**src/rtl/vin_ctrl_mp.sv**
```systemverilog
// Video input frame controller: accepts multi-pixel beats, tags each with its
// frame coordinate and line/frame markers, and forwards them through a one-deep output stage.
module vin_ctrl_mp #(
    parameter int unsigned DW  = 16,
    parameter int unsigned PPC = 2,
    parameter int unsigned CW  = 16
) (
    input  logic                vin_clk,
    input  logic                rst_n,
    input  logic                frame_sync_n,
    input  logic [DW*PPC-1:0]   vin_dat,
    input  logic                vin_valid,
    output logic                vin_ready,
    input  logic [CW-1:0]       vin_xres,
    input  logic [CW-1:0]       vin_yres,
    input  logic                wr_ready,
    output logic                wr_valid,
    output logic [CW-1:0]       wr_x,
    output logic [CW-1:0]       wr_y,
    output logic [DW*PPC-1:0]   wr_dat,
    output logic [PPC-1:0]      wr_keep,
    output logic                wr_sof,
    output logic                wr_eol,
    output logic                wr_eof,
    output logic                frame_done,
    output logic                ovf_err,
    output logic                cfg_err
);

    localparam int unsigned XW = CW + 3;

    typedef enum logic [1:0] {
        ARM    = 2'd0,
        ACTIVE = 2'd1,
        DONE   = 2'd2
    } state_t;

    state_t         state_q;
    state_t         state_d;
    logic [CW-1:0]  xres_q;
    logic [CW-1:0]  yres_q;
    logic [CW-1:0]  x_q;
    logic [CW-1:0]  y_q;
    logic           accept_c;
    logic           load_c;
    logic           discard_c;
    logic           line_end_c;
    logic           eof_c;
    logic           sof_c;
    logic           cfg_bad_c;
    logic [PPC-1:0] keep_c;

    // Beat attributes, evaluated in extended width so x+PPC never wraps
    always_comb begin
        line_end_c = (XW'(x_q) + XW'(PPC)) >= XW'(xres_q);
        eof_c      = line_end_c && (y_q == (yres_q - CW'(1)));
        sof_c      = (x_q == '0) && (y_q == '0);
        cfg_bad_c  = (vin_xres == '0) || (vin_yres == '0);
        keep_c     = '0;
        for (int unsigned i = 0; i < PPC; i++) begin
            keep_c[i] = (XW'(x_q) + XW'(i)) < XW'(xres_q);
        end
    end

    always_ff @(posedge vin_clk) begin
        if (!rst_n) begin
            state_q <= ARM;
        end else begin
            state_q <= state_d;
        end
    end

    always_comb begin
        state_d = state_q;
        if (!frame_sync_n) begin
            state_d = ARM;
        end else begin
            case (state_q)
                ARM:     state_d = cfg_bad_c ? DONE : ACTIVE;
                ACTIVE:  if (load_c && eof_c) state_d = DONE;
                DONE:    state_d = DONE;
                default: state_d = ARM;
            endcase
        end
    end

    // Input handshake and per-cycle datapath controls
    always_comb begin
        vin_ready = 1'b0;
        case (state_q)
            ACTIVE:  vin_ready = ~wr_valid | wr_ready;
            DONE:    vin_ready = 1'b1;
            default: vin_ready = 1'b0;
        endcase
        if (!rst_n) begin
            vin_ready = 1'b0;
        end
        accept_c  = vin_valid & vin_ready;
        load_c    = accept_c & frame_sync_n & (state_q == ACTIVE);
        discard_c = accept_c & (state_q == DONE);
    end

    // Coordinate tracking, output stage and sticky error flags
    always_ff @(posedge vin_clk) begin
        if (!rst_n) begin
            xres_q     <= '0;
            yres_q     <= '0;
            x_q        <= '0;
            y_q        <= '0;
            wr_valid   <= 1'b0;
            wr_x       <= '0;
            wr_y       <= '0;
            wr_dat     <= '0;
            wr_keep    <= '0;
            wr_sof     <= 1'b0;
            wr_eol     <= 1'b0;
            wr_eof     <= 1'b0;
            frame_done <= 1'b0;
            ovf_err    <= 1'b0;
            cfg_err    <= 1'b0;
        end else begin
            frame_done <= 1'b0;
            if (discard_c) begin
                ovf_err <= 1'b1;
            end
            if (!frame_sync_n) begin
                x_q      <= '0;
                y_q      <= '0;
                wr_valid <= 1'b0;
            end else begin
                if (state_q == ARM) begin
                    xres_q <= vin_xres;
                    yres_q <= vin_yres;
                    if (cfg_bad_c) begin
                        cfg_err <= 1'b1;
                    end
                end
                if (load_c) begin
                    wr_valid <= 1'b1;
                    wr_x     <= x_q;
                    wr_y     <= y_q;
                    wr_dat   <= vin_dat;
                    wr_keep  <= keep_c;
                    wr_sof   <= sof_c;
                    wr_eol   <= line_end_c;
                    wr_eof   <= eof_c;
                    if (line_end_c) begin
                        x_q <= '0;
                        y_q <= y_q + CW'(1);
                    end else begin
                        x_q <= x_q + CW'(PPC);
                    end
                    if (eof_c) begin
                        frame_done <= 1'b1;
                    end
                end else if (wr_ready) begin
                    wr_valid <= 1'b0;
                end
            end
        end
    end

endmodule

```
**config.mk**
```make
export PLATFORM = sky130hd
export DESIGN_NAME = vin_ctrl_mp
export DESIGN_NICKNAME = d
export VERILOG_FILES = /design/src/rtl/vin_ctrl_mp.sv
export SDC_FILE = /design/constraint.sdc
export NUM_CORES = 1
export LEC_CHECK = 0
export BUFFER_PORTS_ARGS = -buffer_cell sky130_fd_sc_hd__buf_2
export CAP_MARGIN = 30
export CORE_ASPECT_RATIO = 1.1
export CORE_MARGIN = 10
export CORE_UTILIZATION = 44
export CTS_CLUSTER_SIZE = 20
export DETAILED_ROUTE_END_ITERATION = 12
export GPL_TIMING_DRIVEN = 0
export MAX_ROUTING_LAYER = met4
export PLACE_DENSITY_LB_ADDON = 0.12
export SETUP_SLACK_MARGIN = 0.3
export SLEW_MARGIN = 20
export SYNTH_ARGS = -nofsm -noshare
export SYNTH_HDL_FRONTEND = slang
export SYNTH_SLANG_ARGS = --single-unit
export TNS_END_PERCENT = 50
```
**constraint.sdc**
```tcl
create_clock -name vin_clk -period 5.15 [get_ports vin_clk]
set_input_delay 0.7725 -clock vin_clk [delete_from_list [all_inputs] [get_ports vin_clk]]
set_output_delay 0.7725 -clock vin_clk [all_outputs]
set_load 0.005 [all_outputs]
```
==> results of run 1 <==
[logic make-up after synthesis]
logic type	synth area share, %
AND/OR/NAND/NOR	23.70
AO/OA/AOI/OAI	19.75
flip-flops	37.01
buffers and inverters	6.061
adder cells (fa/ha/maj)	8.779
XOR/XNOR	4.373
multiplexers	0.2701
other	0.05060
[registers in the layout, indices dropped and copies added (netlist names), 2 cells and up]
name,flops
state_q,2
y_q,16
wr_x,15
wr_keep,2
x_q,15
wr_dat,32
yres_q,16
xres_q,16
wr_y,16
[critical path, stage by stage (launching register included)]
cell	delay, ns
sky130_fd_sc_hd__dfxtp_1	0.50
sky130_fd_sc_hd__ha_1	0.31
sky130_fd_sc_hd__nand3_1	0.26
sky130_fd_sc_hd__nor3_4	0.40
sky130_fd_sc_hd__nand4_1	0.27
sky130_fd_sc_hd__nor2_1	0.28
sky130_fd_sc_hd__xnor2_1	0.16
sky130_fd_sc_hd__ha_1	0.27
sky130_fd_sc_hd__nand3_1	0.11
sky130_fd_sc_hd__nor2_1	0.07
sky130_fd_sc_hd__a221oi_1	0.26
sky130_fd_sc_hd__nand3_1	0.23
sky130_fd_sc_hd__clkbuf_1	0.33
sky130_fd_sc_hd__nor2_1	0.38
sky130_fd_sc_hd__clkbuf_2	0.34
sky130_fd_sc_hd__nand3b_1	0.11
sky130_fd_sc_hd__a21oi_1	0.16
[layout make-up]
class                           count  area share (%)
Tap cell                          204           2.844
Clock inverter                     15           1.715
Antenna cell                        1         0.02788
Sequential cell                   137           30.57
Inverter                           34           1.422
Timing Repair Buffer              141           7.862
Multi-Input combinational cell    690           47.23
Buffer                             81           3.596
Clock buffer                       17           4.739
[synthesized netlist by cell type (2+ instances only)]
master                     count
sky130_fd_sc_hd__nand2_1     226
sky130_fd_sc_hd__dfxtp_1     137
sky130_fd_sc_hd__a21boi_0     96
sky130_fd_sc_hd__clkbuf_1     73
sky130_fd_sc_hd__ha_1         52
sky130_fd_sc_hd__a21oi_1      42
sky130_fd_sc_hd__inv_1        34
sky130_fd_sc_hd__o21ai_0      33
sky130_fd_sc_hd__nor2_1       30
sky130_fd_sc_hd__xnor2_1      24
sky130_fd_sc_hd__nor4_1       20
sky130_fd_sc_hd__nand4_1      19
sky130_fd_sc_hd__nand3_1      17
sky130_fd_sc_hd__xor2_1       13
sky130_fd_sc_hd__nor3_1       11
sky130_fd_sc_hd__or3_1         9
sky130_fd_sc_hd__and2_1        8
sky130_fd_sc_hd__nor2b_1       8
sky130_fd_sc_hd__o21a_1        8
sky130_fd_sc_hd__and3_1        7
sky130_fd_sc_hd__nand3b_1      6
sky130_fd_sc_hd__a21o_1        5
sky130_fd_sc_hd__o211ai_1      5
sky130_fd_sc_hd__a31oi_1       4
sky130_fd_sc_hd__buf_2         4
sky130_fd_sc_hd__or4_1         4
sky130_fd_sc_hd__a22oi_1       3
sky130_fd_sc_hd__nand2b_1      3
sky130_fd_sc_hd__a211oi_1      2
sky130_fd_sc_hd__a311oi_1      2
sky130_fd_sc_hd__and4_1        2
sky130_fd_sc_hd__mux2i_1       2
sky130_fd_sc_hd__nor3b_1       2
sky130_fd_sc_hd__nor4_2        2
sky130_fd_sc_hd__nor4b_1       2
sky130_fd_sc_hd__o311ai_0      2
sky130_fd_sc_hd__or2_2         2
[worst min path at each step]
stage / endpoint / slack, ns / cells past startpoint
2_1_floorplan: xres_q[10] / 0.44 / 2
3_3_place_gp: wr_dat[17] / 0.45 / 2
3_5_place_dp: wr_x[4] / 0.45 / 2
4_1_cts: wr_x[4] / 0.46 / 2
5_1_grt: wr_dat[22] / 0.48 / 2
6_report: wr_x[4] / 0.46 / 2
[per-stage QoR]
| step | util, % | power (uW) | worst slack (ns) |
|---|---|---|---|
| 3_5_place_dp | 50.95 | 1382 | 0.05807 |
| 3_3_place_gp | 50.95 | 1379 | 0.1322 |
| 6_report | 54.63 | 2570 | 0.6370 |
| 5_1_grt | 54.63 | 2667 | 0.3025 |
| 4_1_cts | 54.51 | 2590 | 0.3385 |
| 2_1_floorplan | - | 1291 | 1.539 |
[power breakdown]
group | internal, uW | switching (uW)
registers | 1080 | 16.4
clock network | 684 | 526
logic | 112 | 154
total | 1870 | 696
[routing by layer]
layer | vias up | track usage (%) | share of wire, %
li1 | 3542 | - | -
met1 | 3177 | 25.88 | 48
met2 | 200 | 29.52 | 43
met3 | 29 | 5.877 | 7.2
met4 | 0 | 7.153 | 1.8
met5 | - | - | 0
==> metrics.csv, run 1 <==
metric;value;unit
number_of_buffers_added_by_the_clock_tree_synthesis_step;17;
synth_async_sr_flop_share;0;%
dp_cells;1287;
ys_ff_latch;137;
initial_utilization;45.10;%
post_drt_wl_per_cell;16.42;um
remaining_max_slew_budget_at_the_tightest_pin;41.56;%
postPlaceCellArea;8372;um^2
cts_max_path_buffers;2;
finalCritPeriodShare;87.63;%
nFillCells;1630;
worst_setup_hold_path_clk_slew;0.06;ns
cts_hold_repair.buffers;0;
status;complete, no violations;
synthesis_warnings;0;
port_buffers;141;
worst_setup_end_kind;register;
tritoncts;built;
grt_remaining_overflow;0;
fin_setup_tns;0;ns
clk_root_buffer_cell;sky130_fd_sc_hd__clkbuf_16;
groute.usage.overall;20.17;%
rr_startpoint;x_q[2];
worst_path_arrival;4.87;ns
report.final.setup_viol;0;
endpoint;x_q[10];
via_count;6948;
drt.antenna.violating_nets;0;
layout.cell_area.non_filler;8976;um^2
power.ir.vdd_worst;0.2126;mV
final.min_clock_period;4.513;ns
dieWidth;143.7;um
cts_post_setup_buffers_inserted;0;
synth_enable_flop_cells;0;
crit-reg2reg-capture;x_q[10];
timing.setup.critical_path_class;register to register;
layout.cells.most_common_list;sky130_fd_sc_hd__nand2_1 (226), sky130_fd_sc_hd__buf_2 (145), sky130_fd_sc_hd__dfxtp_1 (136);
timing.hold.worst.class;register to register;
placeableCoreArea;16430;um^2
layout_commonest_cell;sky130_fd_sc_hd__nand2_1;
fp-row-count;49;
synthCells;942;
instances_no_fill;1320;
detail_route.iter0.violations;320;
yosysSeqAreaShare;37.01;%
crit_path_start_kind;register;
syn_area;7411;um^2
die-height;156.1;um
final_nets;1223;
area.sequential;2744;um^2
hold_start;wr_x[4];
r2r.worst_path.cells;16;
hold_viol;0;
drive_gt1_share;16.95;%
area_growth;21.12;%
powerDensity;286.3;nW/um^2
reg2reg_setup_slack;0.64;ns
yosys.area.top_type_share;37.01;%
post_synthesis_net_count;1063;
totalWireLength;21.67;mm
detail_route.vias_per_cell;5.264;
postSynthAreaPerCell;7.867;um^2
max_freq;221.6;MHz
clkLatencyLatePin;0.43;ns
dr.pass1.iters;7;
netlist.top_cell.by_area;sky130_fd_sc_hd__dfxtp_1;
finalClockSkew;0.009019;ns
synth.area.top_cells;sky130_fd_sc_hd__dfxtp_1 (37%), sky130_fd_sc_hd__nand2_1 (11%), sky130_fd_sc_hd__a21boi_0 (9.7%);
slew_violations;0;
synth_top_flop_cell;sky130_fd_sc_hd__dfxtp_1;
grt_pass1_wl;35.07;mm
maxCapViolCount;0;
whs;0.4573;ns
drc;0;
power_leakage;0.003658;uW
number_of_global_route_vias_before_repair;6787;
critical_path.max_fanout;10;
crit_start;x_q[2];
cts_repair_resize_count;1;
worst-endpoint-required;5.51;ns
routabilityCongestion;0.8665;
dp_hpwl;16.71;mm
grt_setup_unrepaired;no;
pin_count;143;
antenna_violations_before_repair;1;
htreeDepth;4;
synth_cell_types;60;
design.die.area;22440;um^2
grt_max_degree;17;
worst_slew_pin_slew;0.8700;ns
clock-sinks;137;
multi_input_area;4239;um^2
No activity file was read; power rests on OpenSTA's default activity.
==> run 2, diff against run 1 <==
--- a/config.mk
+++ b/config.mk
@@ -14,7 +14,7 @@
 export DETAILED_ROUTE_END_ITERATION = 12
 export GPL_TIMING_DRIVEN = 0
 export MAX_ROUTING_LAYER = met4
-export PLACE_DENSITY_LB_ADDON = 0.12
+export PLACE_DENSITY = 0.68
 export SETUP_SLACK_MARGIN = 0.3
 export SLEW_MARGIN = 20
 export SYNTH_ARGS = -nofsm -noshare
==> metrics.csv, run 2 (synthesis results as in run 1) <==
metric;value;unit;change
total_power;2658;uW;+3.4%
fin_setup_tns;0;ns;unchanged
grt_max_degree;17;;unchanged
detail_route.iter0.violations;558;;+74%
number_of_global_route_vias_before_repair;6887;;+1.5%
whs;0.4555;ns;-0.001797 ns
crit_path_start_kind;register;;
worstPathCellList;clkbuf_1, nand3_1, nor4_2, and3_1, and3_1, xor2_1, ha_1, a21o_1, a221oi_1, nand3_1, clkbuf_1, nor2_2, clkbuf_2, nand3b_1, a21oi_1;;
area_growth;21.56;%;
initial_utilization;45.10;%;unchanged
remaining_max_slew_budget_at_the_tightest_pin;36.63;%;-4.9 points
detail_route.vias_per_cell;5.285;;+0.40%
dieWidth;143.7;um;unchanged
power.ir.vdd_worst;0.1938;mV;-8.9%
drt.antenna.violating_nets;0;;unchanged
antenna_violations_before_repair;2;;+1
layout_commonest_cell;sky130_fd_sc_hd__nand2_1;;
placeableCoreArea;16430;um^2;unchanged
totalWireLength;21.53;mm;-0.64%
worst_path_arrival;4.77;ns;-0.10 ns
routabilityCongestion;0.8698;;+0.38%
port_buffers;141;;unchanged
layout.cell_area.non_filler;9009;um^2;+0.36%
timing.hold.worst.class;register to register;;
die-height;156.1;um;unchanged
max_freq;225.7;MHz;+1.9%
maxCapViolCount;0;;unchanged
pin_count;143;;unchanged
clock-sinks;137;;unchanged
dp_hpwl;16.38;mm;-2.0%
final_nets;1223;;unchanged
grt_setup_unrepaired;no;;
grt_pass1_wl;35.11;mm;+0.12%
worst_setup_end_kind;register;;
worst_slew_pin_slew;0.9433;ns;+0.07331 ns
clkLatencyLatePin;0.43;ns;about the same
critical_path.max_fanout;10;;unchanged
grt.met1_usage;24.99;%;-0.90 points
number_of_buffers_added_by_the_clock_tree_synthesis_step;17;;unchanged
use_met3;5.755;%;-0.12 points
slew_violations;0;;unchanged
layout.cells.most_common_list;sky130_fd_sc_hd__nand2_1 (226), sky130_fd_sc_hd__buf_2 (145), sky130_fd_sc_hd__dfxtp_1 (136);;
finalClockSkew;0.006051;ns;-0.002969 ns
top_register;wr_dat;;
worst-endpoint-required;5.49;ns;-0.02 ns
worst_path_dominant_cell_family;simple AND/OR/NAND/NOR gates;;
cpPeakStageDelay;0.55;ns;+0.05 ns
clk_root_buffer_cell;sky130_fd_sc_hd__clkbuf_16;;
reg2reg_setup_slack;0.72;ns;+0.08 ns
largest_register_ffs;32;;unchanged
cts_max_path_buffers;2;;unchanged
worstPathBufferInverterCount;3;;+1
worst_path_slowest_cell;sky130_fd_sc_hd__nor4_2;;
report.final.setup_viol;0;;unchanged
design.die.area;22440;um^2;unchanged
fp-row-count;49;;unchanged
htreeDepth;4;;unchanged
hold_viol;0;;unchanged
postPlaceCellArea;8372;um^2;unchanged
drc;0;;unchanged
groute.usage.overall;19.99;%;-0.18 points
finalCritPeriodShare;86.02;%;-1.6 points
final.min_clock_period;4.430;ns;-0.08291 ns
grt.met2_usage;30.62;%;+1.1 points
timing.setup.critical_path_class;register to register;;
status;complete, no violations;;
tritoncts;built;;
post_drt_wl_per_cell;16.31;um;-0.64%
gr-max-usage-layer;met2;;
power_leakage;0.003666;uW;+0.20%
dr.pass1.iters;5;;-2
worst_setup_hold_path_clk_slew;0.06;ns;about the same
grt_remaining_overflow;0;;unchanged
drive_gt1_share;16.95;%;unchanged
powerDensity;295.1;nW/um^2;+3.1%
via_count;6976;;+0.40%
## run 2: cell types whose count changed in the layout (fill, tap and decap cells not counted), moves of 3 or more
| cell | change |
|---|---|
| sky130_fd_sc_hd__clkinv_2 | +5 |
| sky130_fd_sc_hd__bufinv_16 | +3 |
| sky130_fd_sc_hd__inv_6 | -6 |
| sky130_fd_sc_hd__inv_8 | -3 |
## run 2: routing by layer
metal / up-vias / share of wire (%)
met1: 3190 / 47
li1: 3549 / -
met5: - / 0
met2: 214 / 44
met4: 0 / 1.4
met3: 23 / 7.2
## run 2: final timing paths
check | from | to | depth (start not counted)
max | x_q[9] | x_q[9] | 15
min | wr_x[5] | wr_x[5] | 2
max reg2reg | x_q[9] | x_q[9] | 15
min reg2reg | wr_x[5] | wr_x[5] | 2
## run 2: stage by stage
step / setup WS (ns) / util, % / instances
after CTS: 0.4426 / 54.74 / 1319
after global routing: 0.3876 / 54.83 / 1320
after detailed placement: 0.2393 / 50.95 / 1287
after global placement: 0.2736 / 50.95 / 1287
final: 0.7199 / 54.83 / 1320
after floorplan: 1.539 / - / 942
## run 2: cell type report
type                       count  area, um^2
buffer                        81       322.8
sequential                   137        2744
fill                        1616        7422
antenna                        1       2.502
inverter                      34       127.6
multi-input combinational    690        4233
tap                          204       255.2
timing repair buffer         141       705.7
clock buffer                  19       442.9
clock inverter                13       175.2
## run 2: worst reg2reg max path: stages (launching register included)
cell and delay [ns]:
sky130_fd_sc_hd__dfxtp_1 0.33, sky130_fd_sc_hd__clkbuf_1 0.37, sky130_fd_sc_hd__nand3_1 0.15, sky130_fd_sc_hd__nor4_2 0.55, sky130_fd_sc_hd__and3_1 0.34, sky130_fd_sc_hd__and3_1 0.20, sky130_fd_sc_hd__xor2_1 0.21, sky130_fd_sc_hd__ha_1 0.28
sky130_fd_sc_hd__a21o_1 0.17, sky130_fd_sc_hd__a221oi_1 0.29, sky130_fd_sc_hd__nand3_1 0.21, sky130_fd_sc_hd__clkbuf_1 0.32, sky130_fd_sc_hd__nor2_2 0.28, sky130_fd_sc_hd__clkbuf_2 0.34, sky130_fd_sc_hd__nand3b_1 0.12, sky130_fd_sc_hd__a21oi_1 0.18
## run 2: report_power, final
| group | leakage (uW) | switching (uW) | internal, uW |
|---|---|---|---|
| logic | 0.00225 | 153 | 113 |
| clock network | 0.000307 | 479 | 819 |
| registers | 0.00111 | 15.8 | 1080 |
## run 2: timing repair
action | 4_1_cts | 5_1_grt
buffers inserted | 0 | 0
hold buffers | 0 | 0
endpoints found under the setup margin | 9 | 15
hold endpoints to repair | 0 | 0
cloned | 0 | 0
gates resized for setup | 1 | 5
==> run 3, diff against run 2 <==
--- a/config.mk
+++ b/config.mk
@@ -5,7 +5,7 @@
 export SDC_FILE = /design/constraint.sdc
 export NUM_CORES = 1
 export LEC_CHECK = 0
-export BUFFER_PORTS_ARGS = -buffer_cell sky130_fd_sc_hd__buf_2
+export BUFFER_PORTS_ARGS = -buffer_cell sky130_fd_sc_hd__buf_4
 export CAP_MARGIN = 30
 export CORE_ASPECT_RATIO = 1.1
 export CORE_MARGIN = 10
@@ -15,6 +15,7 @@
 export GPL_TIMING_DRIVEN = 0
 export MAX_ROUTING_LAYER = met4
 export PLACE_DENSITY = 0.68
+export RECOVER_POWER = 50
 export SETUP_SLACK_MARGIN = 0.3
 export SLEW_MARGIN = 20
 export SYNTH_ARGS = -nofsm -noshare
==> metrics.csv, run 3 (synthesis results as in run 1) <==
metric;value;unit;change
hold_start;wr_x[14];;
dp_hpwl;16.61;mm;+1.4%
layout.cells.most_common_list;sky130_fd_sc_hd__nand2_1 (226), sky130_fd_sc_hd__dfxtp_1 (136), sky130_fd_sc_hd__clkbuf_1 (105);;
die-height;156.1;um;unchanged
top_register;wr_dat;;
clock-sinks;137;;unchanged
crit_path_start_kind;register;;
power.ir.vdd_worst;0.1734;mV;-11%
grt_setup_unrepaired;no;;
critical_path.max_fanout;10;;unchanged
groute.usage.overall;20.11;%;+0.13 points
port_buffers;141;;unchanged
placeableCoreArea;16430;um^2;unchanged
detail_route.vias_per_cell;5.307;;+0.42%
postPlaceCellArea;8725;um^2;+4.2%
nFillCells;1617;;+0.062%
crit_start;x_q[2];;
via_count;6995;;+0.27%
multi_input_area;4233;um^2;unchanged
share_comb_of_total_power;11.0;%;+1.0 points
timing.hold.worst.class;register to register;;
drive_gt1_share;13.91;%;-3.0 points
n_antenna_cell;0;;-1
report.final.setup_viol;0;;unchanged
worst_path_arrival;4.76;ns;about the same
largest_register_ffs;32;;unchanged
slew_violations;0;;unchanged
tritoncts;built;;
layout.cell_area.non_filler;9188;um^2;+2.0%
number_of_buffers_added_by_the_clock_tree_synthesis_step;17;;unchanged
maxCapViolCount;0;;unchanged
worst_setup_hold_path_clk_slew;0.06;ns;about the same
totalWireLength;21.87;mm;+1.6%
final.min_clock_period;4.415;ns;-0.01512 ns
switching_share;25.10;%;+0.73 points
drt.antenna.violating_nets;0;;unchanged
internal_power;1918;uW;-4.6%
final_nets;1223;;unchanged
initial_utilization;45.10;%;unchanged
grt_max_degree;17;;unchanged
hold_viol;0;;unchanged
p_switching;642.7;uW;-0.82%
grt_pass1_wl;35.29;mm;+0.51%
worst_slew_pin_slew;0.9391;ns;-0.004176 ns
area_growth;23.97;%;
number_of_global_route_vias_before_repair;6870;;-0.25%
timing.setup.critical_path_class;register to register;;
power_leakage;0.003517;uW;-4.1%
cts_post_setup_buffers_inserted;0;;unchanged
routabilityCongestion;0.8859;;+1.9%
design.die.area;22440;um^2;unchanged
max_freq;226.5;MHz;+0.34%
grt_remaining_overflow;0;;unchanged
remaining_max_slew_budget_at_the_tightest_pin;37.39;%;+0.76 points
area.sequential;2744;um^2;unchanged
detail_route.iter0.violations;507;;-9.1%
utilization;55.92;%;+1.1 points
finalCritPeriodShare;85.73;%;-0.29 points
dr.pass1.iters;5;;unchanged
clkLatencyLatePin;0.42;ns;about the same
post_drt_wl_per_cell;16.59;um;+1.7%
worst_setup_end_kind;register;;
layout_commonest_cell;sky130_fd_sc_hd__nand2_1;;
worst-endpoint-required;5.49;ns;about the same
rr_startpoint;x_q[2];;
power_frac_clock;46.3;%;-2.5 points
htreeDepth;4;;unchanged
sequentialPowerShare;42.7;%;+1.5 points
powerDensity;278.7;nW/um^2;-5.6%
fin_setup_tns;0;ns;unchanged
pin_count;143;;unchanged
drc;0;;unchanged
status;complete, no violations;;
dieWidth;143.7;um;unchanged
clk_root_buffer_cell;sky130_fd_sc_hd__clkbuf_16;;
finalClockSkew;0.009344;ns;+0.003294 ns
antenna_violations_before_repair;0;;-2
cts_max_path_buffers;2;;unchanged
fp-row-count;49;;unchanged
## run 3: cell count changes in the layout (fill, tap and decap cells not counted), moves of 3 or more
cell / delta
sky130_fd_sc_hd__buf_2: -141
sky130_fd_sc_hd__clkinv_2: -3
sky130_fd_sc_hd__clkbuf_8: +3
sky130_fd_sc_hd__clkbuf_1: +32
sky130_fd_sc_hd__bufinv_16: -3
sky130_fd_sc_hd__buf_4: +67
sky130_fd_sc_hd__clkbuf_4: +40
## run 3: metrics by stage
stage	hold WS (ns)	power (uW)	instances	worst slack [ns]
2_1_floorplan	0.4435	1291	942	1.539
3_3_place_gp	0.4507	1392	1287	0.2549
3_5_place_dp	0.4566	1395	1287	0.2280
4_1_cts	0.4649	2574	1318	0.4500
5_1_grt	0.4830	2656	1318	0.3712
6_report	0.4605	2560	1318	0.7350
## run 3: worst paths after layout
kind / endpoint / slack [ns] / cells past startpoint
worst max-delay path: x_q[6] / 0.74 / 16
worst min-delay path: wr_x[14] / 0.46 / 2
worst max register to register: x_q[6] / 0.74 / 16
worst min register to register: wr_x[14] / 0.46 / 2
## run 3: cell type report
type / count / share of cell area, %
multi-input cells: 690 / 46.07
flip-flops and latches: 137 / 29.87
repair buffers: 141 / 10.13
clock buffers: 21 / 5.229
plain buffers: 81 / 3.514
well taps: 204 / 2.778
inverters: 34 / 1.389
clock inverters: 10 / 1.021
## run 3: power by group through the flow
stage               sequential, uW  combinational, uW  clock [uW]
floorplan                     1110                178           0
CTS                           1090                279        1200
detailed placement            1120                277           0
global route                  1100                311        1250
finish                        1090                281        1190
global placement              1120                275           0
## run 3: critical path, stage by stage, from the launching register on
cell and delay [ns]:
sky130_fd_sc_hd__dfxtp_1 0.49, sky130_fd_sc_hd__ha_1 0.31, sky130_fd_sc_hd__nand3_1 0.27, sky130_fd_sc_hd__nor3_4 0.40, sky130_fd_sc_hd__nand4_1 0.29, sky130_fd_sc_hd__nor2_1 0.28
sky130_fd_sc_hd__xnor2_1 0.16, sky130_fd_sc_hd__ha_1 0.28, sky130_fd_sc_hd__nand3_1 0.11, sky130_fd_sc_hd__nor2_1 0.07, sky130_fd_sc_hd__a221oi_1 0.25, sky130_fd_sc_hd__nand3_1 0.21
sky130_fd_sc_hd__clkbuf_1 0.33, sky130_fd_sc_hd__nor2_2 0.28, sky130_fd_sc_hd__clkbuf_2 0.33, sky130_fd_sc_hd__nand3_1 0.12, sky130_fd_sc_hd__a21oi_1 0.14
## run 3: timing repair
action,4_1_cts,5_1_grt
gates resized for setup,1,5
endpoints found under the setup margin,9,16
hold buffers,0,0
endpoints found under the hold margin,0,0
## run 3: layer usage
layer  wire length, um  track usage, %  share of wire [%]  up-vias
li1                  -               -                  -     3544
met1             10110           25.09                 46     3199
met2              9612           30.25                 44      218
met3              1705           6.151                7.8       34
met4               444           6.813                2.0        0
met5                 0               -                  0        -
